`config.mk`:
```
export PLATFORM = sky130hd
export DESIGN_NAME = frame_feed_ctrl_flat
export DESIGN_NICKNAME = d
export VERILOG_FILES = /design/src/rtl/frame_feed_if.sv /design/src/rtl/frame_feed_ctrl.sv /design/src/flat_wrapper.sv
export SDC_FILE = /design/constraint.sdc
export NUM_CORES = 1
export LEC_CHECK = 0
export CORE_UTILIZATION = 40
export CTS_CLUSTER_SIZE = 14
export DETAILED_ROUTE_END_ITERATION = 10
export PLACE_DENSITY = 0.65
export SLEW_MARGIN = 5
export SYNTH_ARGS = -nofsm -noshare
export SYNTH_HDL_FRONTEND = slang
export SYNTH_SLANG_ARGS = --single-unit
```
`constraint.sdc`:
```
create_clock -name clk -period 2.6 [get_ports clk]
set_clock_uncertainty 0.15 [all_clocks]
set_input_delay 0.78 -clock clk [delete_from_list [all_inputs] [get_ports clk]]
set_output_delay 0.78 -clock clk [all_outputs]
set_load 0.1 [all_outputs]
```
`src/rtl/frame_feed_if.sv`:
```
// Handshake and data bundle between the frame feeder, its controller, the
// pixel memory and the sliding-window line buffer.
interface frame_feed_if #(
   parameter int I_F_BW = 8,
   parameter int AW     = 10,
   parameter int WCW    = 10
);
   logic              i_start;
   logic              i_abort;
   logic              i_stall;
   logic              o_busy;
   logic              o_done;
   logic              o_err;
   logic              o_mem_rd_en;
   logic [AW-1:0]     o_mem_addr;
   logic [I_F_BW-1:0] i_mem_data;
   logic              o_lb_clear;
   logic              o_lb_valid;
   logic [I_F_BW-1:0] o_lb_pixel;
   logic              i_win_valid;
   logic [WCW-1:0]    o_win_cnt;

   modport slave (
      input  i_start, i_abort, i_stall, i_mem_data, i_win_valid,
      output o_busy, o_done, o_err, o_mem_rd_en, o_mem_addr,
             o_lb_clear, o_lb_valid, o_lb_pixel, o_win_cnt
   );

   modport master (
      output i_start, i_abort, i_stall, i_mem_data, i_win_valid,
      input  o_busy, o_done, o_err, o_mem_rd_en, o_mem_addr,
             o_lb_clear, o_lb_valid, o_lb_pixel, o_win_cnt
   );
endinterface

```
`src/rtl/frame_feed_ctrl.sv`:
```
// Streams one row-major frame from pixel memory into the conv line buffer,
// counts returned windows and reports completion or drain timeout.
//
//   state   | meaning
//   --------+-----------------------------------------------------------
//   IDLE    | waiting for i_start; outputs quiet
//   CLEAR   | one-cycle line-buffer clear pulse
//   FEED    | one memory read per unstalled cycle, address 0..NPIX-1
//   DRAIN   | reads done; wait for pipeline empty and all windows seen
//   DONE    | one-cycle o_done pulse
module frame_feed_ctrl #(
   parameter int I_F_BW    = 8,
   parameter int IX        = 28,
   parameter int IY        = 28,
   parameter int KX        = 5,
   parameter int KY        = 5,
   parameter int MEM_LAT   = 1,
   parameter int DRAIN_MAX = 256
) (
   input logic         clk,
   input logic         reset_n,
   frame_feed_if.slave ffi
);
   localparam int NPIX    = IX * IY;
   localparam int EXP_WIN = (IX - KX + 1) * (IY - KY + 1);
   localparam int AW      = $clog2(NPIX);
   localparam int WCW     = $clog2(EXP_WIN + 1);
   localparam int DW      = $clog2(DRAIN_MAX + 1);

   localparam logic [2:0] S_IDLE  = 3'd0;
   localparam logic [2:0] S_CLEAR = 3'd1;
   localparam logic [2:0] S_FEED  = 3'd2;
   localparam logic [2:0] S_DRAIN = 3'd3;
   localparam logic [2:0] S_DONE  = 3'd4;

   localparam logic [AW-1:0]  ADDR_LAST  = AW'(NPIX - 1);
   localparam logic [WCW-1:0] WIN_FULL   = WCW'(EXP_WIN);
   localparam logic [DW-1:0]  DRAIN_LOAD = DW'(DRAIN_MAX);

   logic [2:0]         state_q, state_d;
   logic [AW-1:0]      addr_q, addr_d;
   logic [WCW-1:0]     win_cnt_q, win_cnt_d;
   logic [DW-1:0]      drain_q, drain_d;
   logic               err_q, err_d;
   logic [MEM_LAT-1:0] pipe_q;
   logic               lb_valid_q;
   logic [I_F_BW-1:0]  lb_pixel_q;
   logic               rd_en;
   logic               pipe_empty;
   logic               counting;

   assign rd_en      = (state_q == S_FEED) && !ffi.i_stall;
   assign pipe_empty = (pipe_q == '0) && !lb_valid_q;
   assign counting   = (state_q == S_CLEAR) || (state_q == S_FEED) || (state_q == S_DRAIN);

   always_comb begin
      state_d   = state_q;
      addr_d    = addr_q;
      win_cnt_d = win_cnt_q;
      drain_d   = drain_q;
      err_d     = err_q;

      if (counting && ffi.i_win_valid && (win_cnt_q != WIN_FULL)) begin
         win_cnt_d = win_cnt_q + WCW'(1);
      end

      case (state_q)
         S_IDLE: begin
            if (ffi.i_start && !ffi.i_abort) begin
               state_d   = S_CLEAR;
               err_d     = 1'b0;
               win_cnt_d = '0;
               addr_d    = '0;
            end
         end
         S_CLEAR: state_d = S_FEED;
         S_FEED: begin
            if (rd_en) begin
               if (addr_q == ADDR_LAST) begin
                  addr_d  = '0;
                  state_d = S_DRAIN;
                  drain_d = DRAIN_LOAD;
               end else begin
                  addr_d = addr_q + AW'(1);
               end
            end
         end
         S_DRAIN: begin
            // drain timer counts down from DRAIN_MAX; terminal count is the timeout
            if (pipe_empty && (win_cnt_q == WIN_FULL)) begin
               state_d = S_DONE;
            end else if (drain_q == '0) begin
               err_d   = 1'b1;
               state_d = S_IDLE;
            end else begin
               drain_d = drain_q - DW'(1);
            end
         end
         S_DONE:  state_d = S_IDLE;
         default: state_d = S_IDLE;
      endcase

      if (ffi.i_abort) begin
         state_d = S_IDLE;
         err_d   = err_q;
      end
   end

   always_ff @(posedge clk or negedge reset_n) begin
      if (!reset_n) begin
         state_q    <= S_IDLE;
         addr_q     <= '0;
         win_cnt_q  <= '0;
         drain_q    <= '0;
         err_q      <= 1'b0;
         pipe_q     <= '0;
         lb_valid_q <= 1'b0;
         lb_pixel_q <= '0;
      end else begin
         state_q   <= state_d;
         addr_q    <= addr_d;
         win_cnt_q <= win_cnt_d;
         drain_q   <= drain_d;
         err_q     <= err_d;
         if (ffi.i_abort) begin
            pipe_q     <= '0;
            lb_valid_q <= 1'b0;
         end else begin
            // pipe tail lines up with memory data arriving MEM_LAT cycles after the read
            pipe_q[0] <= rd_en;
            for (int i = 1; i < MEM_LAT; i++) pipe_q[i] <= pipe_q[i-1];
            lb_valid_q <= pipe_q[MEM_LAT-1];
            if (pipe_q[MEM_LAT-1]) lb_pixel_q <= ffi.i_mem_data;
         end
      end
   end

   assign ffi.o_busy      = (state_q != S_IDLE);
   assign ffi.o_done      = (state_q == S_DONE);
   assign ffi.o_err       = err_q;
   assign ffi.o_mem_rd_en = rd_en;
   assign ffi.o_mem_addr  = addr_q;
   assign ffi.o_lb_clear  = (state_q == S_CLEAR);
   assign ffi.o_lb_valid  = lb_valid_q;
   assign ffi.o_lb_pixel  = lb_pixel_q;
   assign ffi.o_win_cnt   = win_cnt_q;
endmodule

```
`src/flat_wrapper.sv`:
```
// flat-port wrapper written by rule: the top's interface ports become plain ports
module frame_feed_ctrl_flat 
#(
   parameter int I_F_BW    = 8,
   parameter int IX        = 28,
   parameter int IY        = 28,
   parameter int KX        = 5,
   parameter int KY        = 5,
   parameter int MEM_LAT   = 1,
   parameter int DRAIN_MAX = 256
)
  (clk, reset_n, ffi_i_start, ffi_i_abort, ffi_i_stall, ffi_i_mem_data, ffi_i_win_valid, ffi_o_busy, ffi_o_done, ffi_o_err, ffi_o_mem_rd_en, ffi_o_mem_addr, ffi_o_lb_clear, ffi_o_lb_valid, ffi_o_lb_pixel, ffi_o_win_cnt);
  frame_feed_if #(.I_F_BW(I_F_BW), .AW(10), .WCW(10)) ffi_i ();
  input logic clk;
  input logic reset_n;
  input wire logic [$bits(ffi_i.i_start)-1:0] ffi_i_start;
  input wire logic [$bits(ffi_i.i_abort)-1:0] ffi_i_abort;
  input wire logic [$bits(ffi_i.i_stall)-1:0] ffi_i_stall;
  input wire logic [$bits(ffi_i.i_mem_data)-1:0] ffi_i_mem_data;
  input wire logic [$bits(ffi_i.i_win_valid)-1:0] ffi_i_win_valid;
  output wire logic [$bits(ffi_i.o_busy)-1:0] ffi_o_busy;
  output wire logic [$bits(ffi_i.o_done)-1:0] ffi_o_done;
  output wire logic [$bits(ffi_i.o_err)-1:0] ffi_o_err;
  output wire logic [$bits(ffi_i.o_mem_rd_en)-1:0] ffi_o_mem_rd_en;
  output wire logic [$bits(ffi_i.o_mem_addr)-1:0] ffi_o_mem_addr;
  output wire logic [$bits(ffi_i.o_lb_clear)-1:0] ffi_o_lb_clear;
  output wire logic [$bits(ffi_i.o_lb_valid)-1:0] ffi_o_lb_valid;
  output wire logic [$bits(ffi_i.o_lb_pixel)-1:0] ffi_o_lb_pixel;
  output wire logic [$bits(ffi_i.o_win_cnt)-1:0] ffi_o_win_cnt;
  assign ffi_i.i_start = ffi_i_start;
  assign ffi_i.i_abort = ffi_i_abort;
  assign ffi_i.i_stall = ffi_i_stall;
  assign ffi_i.i_mem_data = ffi_i_mem_data;
  assign ffi_i.i_win_valid = ffi_i_win_valid;
  assign ffi_o_busy = ffi_i.o_busy;
  assign ffi_o_done = ffi_i.o_done;
  assign ffi_o_err = ffi_i.o_err;
  assign ffi_o_mem_rd_en = ffi_i.o_mem_rd_en;
  assign ffi_o_mem_addr = ffi_i.o_mem_addr;
  assign ffi_o_lb_clear = ffi_i.o_lb_clear;
  assign ffi_o_lb_valid = ffi_i.o_lb_valid;
  assign ffi_o_lb_pixel = ffi_i.o_lb_pixel;
  assign ffi_o_win_cnt = ffi_i.o_win_cnt;
  frame_feed_ctrl #(.I_F_BW(I_F_BW), .IX(IX), .IY(IY), .KX(KX), .KY(KY), .MEM_LAT(MEM_LAT), .DRAIN_MAX(DRAIN_MAX)) u_core (.clk(clk), .reset_n(reset_n), .ffi(ffi_i));
endmodule
```
==> results.json <==
{
  "cts.sinks": 43,
  "core-area_um2": 5470,
  "ant_nets": 0,
  "netlist_area_um2": 2270,
  "worst_hold_slack_ns": 0.358,
  "dpl.hpwl_um": 3590,
  "fin_area_um2": 2930,
  "min_from": "u_core.drain_q[8]$_DFFE_PN0P_",
  "yosysTopAreaCell": "dfrtp_1",
  "cts_max_level": 2,
  "total_power_mw": 2.45,
  "cts_buffers": 5,
  "tightest_slew_ns": 0.546,
  "clk_latency_ns": 0.29,
  "grt_setup_unrepaired": "false",
  "ioPinCount": 48,
  "via_per_inst": 5.42,
  "fin_crit_sh": 0.976,
  "ys_types": 46,
  "die_w_um": 77.3,
  "drc": 0,
  "fmax_ghz": 0.394,
  "dr.pass1.iters": 5,
  "netlist.area_leader.share": 0.475,
  "min_path_cells": 1,
  "track_usage": 0.176,
  "die_h_um": 77.3,
  "synthArstFlopShare": 1.00,
  "r2r_slack_ns": 0.50,
  "r2r.worst_path.cells": 6,
  "synth_edf_count": 0,
  "wirelength_um": 4990,
  "vias": 1923,
  "cp_max_fo": 3,
  "r2r_end": "u_core.drain_q[7]$_DFFE_PN0P_",
  "yosys_register_bits": 43,
  "critPathLaunchType": "input port",
  "grt_pass1_wl_um": 8340,
  "reg2reg_from": "u_core.ffi.o_win_cnt[0]$_DFF_PN0_",
  "synthToLayoutAreaGrowth_pct": 29.3,
  "syn_inst": 229,
  "path_cells": "clkdlybuf4s50_1 > nor2_4 > buf_12",
  "fin_crit_ns": 2.54,
  "numPortBuffers": 47,
  "cts.clk_slew.worst_paths_ns": 0.08,
  "synth_area_leaders": "dfrtp_1, mux2_2, a21oi_1",
  "critPathMaxStageDelay_ns": 0.49,
  "synth-seq-area-share": 0.475,
  "status": "finished, final reports clean",
  "crit_type": "in -> out",
  "tns_ns": 0,
  "arrival_ns": 1.61,
  "n_antenna_cell": 0,
  "internal_power_mw": 1.36,
  "cts_tree": "built",
  "power_density_nw_per_um2": 838,
  "overflow": 0,
  "slew_headroom": 0.636,
  "cts_buffer_depth": 2,
  "fp-row-count": 27,
  "holdPathEnd": "u_core.drain_q[8]$_DFFE_PN0P_",
  "placed_cell_area_um2": 2830,
  "required_ns": 1.67,
  "swShare": 0.447,
  "finalHoldViolCount": 0,
  "grt_pass1_vias": 1818,
  "antenna_found_initial": 0,
  "syn-num-nets": 247,
  "maxSlewViolCount": 0,
  "worst_path_max_delay_cell": "clkdlybuf4s50_1",
  "drive_gt1_frac": 0.240,
  "hp-class": "reg -> reg",
  "cts_setup_buffers": 0,
  "layout.nets": 300,
  "drt_first_iter_violations": 92,
  "switching_power_mw": 1.10,
  "pwr-share-seq": 0.372,
  "p_leak_nw": 1.28,
  "cap_violations": 0,
  "place_congestion": 0.788,
  "wl_per_cell_um": 14.1,
  "setup_viol_count_final": 0,
  "crit_family": "buffers and inverters",
  "cts_root_buf": "clkbuf_8",
  "ir_drop_uv": 426,
  "end_kind": "primary output",
  "avgSynthCellArea_um2": 9.89,
  "yosysWarningCount": 0,
  "path_buf_inv": 2,
  "ys.flop_type": "dfrtp_1",
  "dieArea_um2": 5970,
  "comb_power_share": 0.439,
  "grt_max_degree": 44,
  "start_util": 0.414,
  "clockPowerShare": 0.189
}
## repair_timing
action,CTS,global route
hold buffers,0,0
setup endpoints to repair,1,0
resized for setup,1,0
## stage by stage
step	cells	util	setup WS (ns)
floorplan	229	-	0.0588
global placement	347	0.516	0.0527
finish	355	0.535	0.0631
global route	355	0.535	0.0140
CTS	355	0.535	0.0451
detailed placement	347	0.516	-0.0151
## cell usage after synthesis (3+ instances only)
cell type	instances
o21ai_0	13
dfrtp_1	43
nor2_1	12
nor4b_1	4
nand3_1	12
nor2b_1	3
nand2_1	12
clkbuf_1	5
nand4_1	6
inv_1	17
nor3_1	4
a22o_1	3
mux2_2	8
ha_1	4
or3_1	8
a31oi_1	3
and2_1	3
o22ai_1	10
and3_1	6
xnor2_1	5
a21oi_1	14
## layout by cell type, fill, tap and decap left out, types with 2 or more instances in the layout
| cell | count |
|---|---|
| nand4_1 | 6 |
| nor3_1 | 4 |
| and2_1 | 3 |
| xnor2_1 | 5 |
| nor2b_1 | 3 |
| a22o_1 | 3 |
| o21a_1 | 2 |
| nor2_1 | 10 |
| and4b_1 | 2 |
| o31ai_1 | 2 |
| a31oi_1 | 3 |
| a211oi_1 | 2 |
| nor4b_2 | 2 |
| buf_4 | 37 |
| dfrtp_1 | 43 |
| and3_1 | 6 |
| a21oi_1 | 14 |
| o21ai_1 | 2 |
| clkbuf_8 | 7 |
| inv_1 | 17 |
| nor4b_1 | 4 |
| buf_12 | 5 |
| ha_1 | 4 |
| nand4b_1 | 2 |
| mux2_2 | 8 |
| o21ai_0 | 13 |
| nand2_1 | 12 |
| clkdlybuf4s50_1 | 12 |
| nand3_1 | 12 |
| or3_1 | 8 |
| o22ai_1 | 10 |
| nor2_4 | 2 |
| or4_1 | 2 |
## worst max path at each step
stage / depth (start not counted) / endpoint / startpoint
5_1_grt: 3 / ffi_o_mem_rd_en / u_core.state_q[1]$_DFFE_PN0P_
4_1_cts: 3 / ffi_o_mem_rd_en / ffi_i_stall
3_5_place_dp: 5 / u_core.ffi.o_mem_addr[9]$_DFFE_PN0P_ / ffi_i_start
6_report: 3 / ffi_o_mem_rd_en / ffi_i_stall
3_3_place_gp: 5 / u_core.ffi.o_mem_addr[7]$_DFFE_PN0P_ / ffi_i_start
2_1_floorplan: 6 / u_core.drain_q[2]$_DFFE_PN0P_ / u_core.ffi.o_mem_addr[0]$_DFFE_PN0P_
## flip-flops by register name (all words and copies together), names as in the netlist
name,count
u_core.ffi.o_lb_valid,1
u_core.ffi.o_lb_pixel,8
u_core.pipe_q,1
u_core.ffi.o_win_cnt,10
u_core.ffi.o_mem_addr,10
u_core.drain_q,9
u_core.ffi.o_err,1
u_core.state_q,3
## routing by layer
layer,vias to the layer above,share of wire,GRT usage
li1,948,-,-
met1,928,0.49,0.225
met2,38,0.47,0.290
met3,9,0.033,0.0345
met4,0,0.014,0.0679
met5,-,0,0
## cell families (layout without fill, tap and decap cells)
logic type	after synthesis	in the layout	share of synthesized area
xor gates and xnor gates	6	6	0.0232
and+or+nand+nor	85	85	0.226
adders and majority gates	4	4	0.0221
DFF	43	43	0.475
muxes	9	9	0.0442
AOI/OAI and AO/OA	56	56	0.161
buffers and inverters	26	80	0.0491
## final cells by class
class	count	area, um^2
fillers	518	2540
clock buffers	8	100
repair buffers	55	503
multi-input cells	160	1100
well taps	72	90.1
inverters	17	63.8
flip-flops and latches	43	1080
## power groups by stage
stage                     sequential [mW]  clock (mW)  combinational, mW
after detailed placement            0.927           0               1.08
after global routing                0.939       0.505               1.14
after floorplan                      1.37           0              0.384
after CTS                           0.915       0.478               1.08
after global placement              0.924           0               1.07
final                               0.913       0.463               1.08
Power figures use the tool's default switching activity.
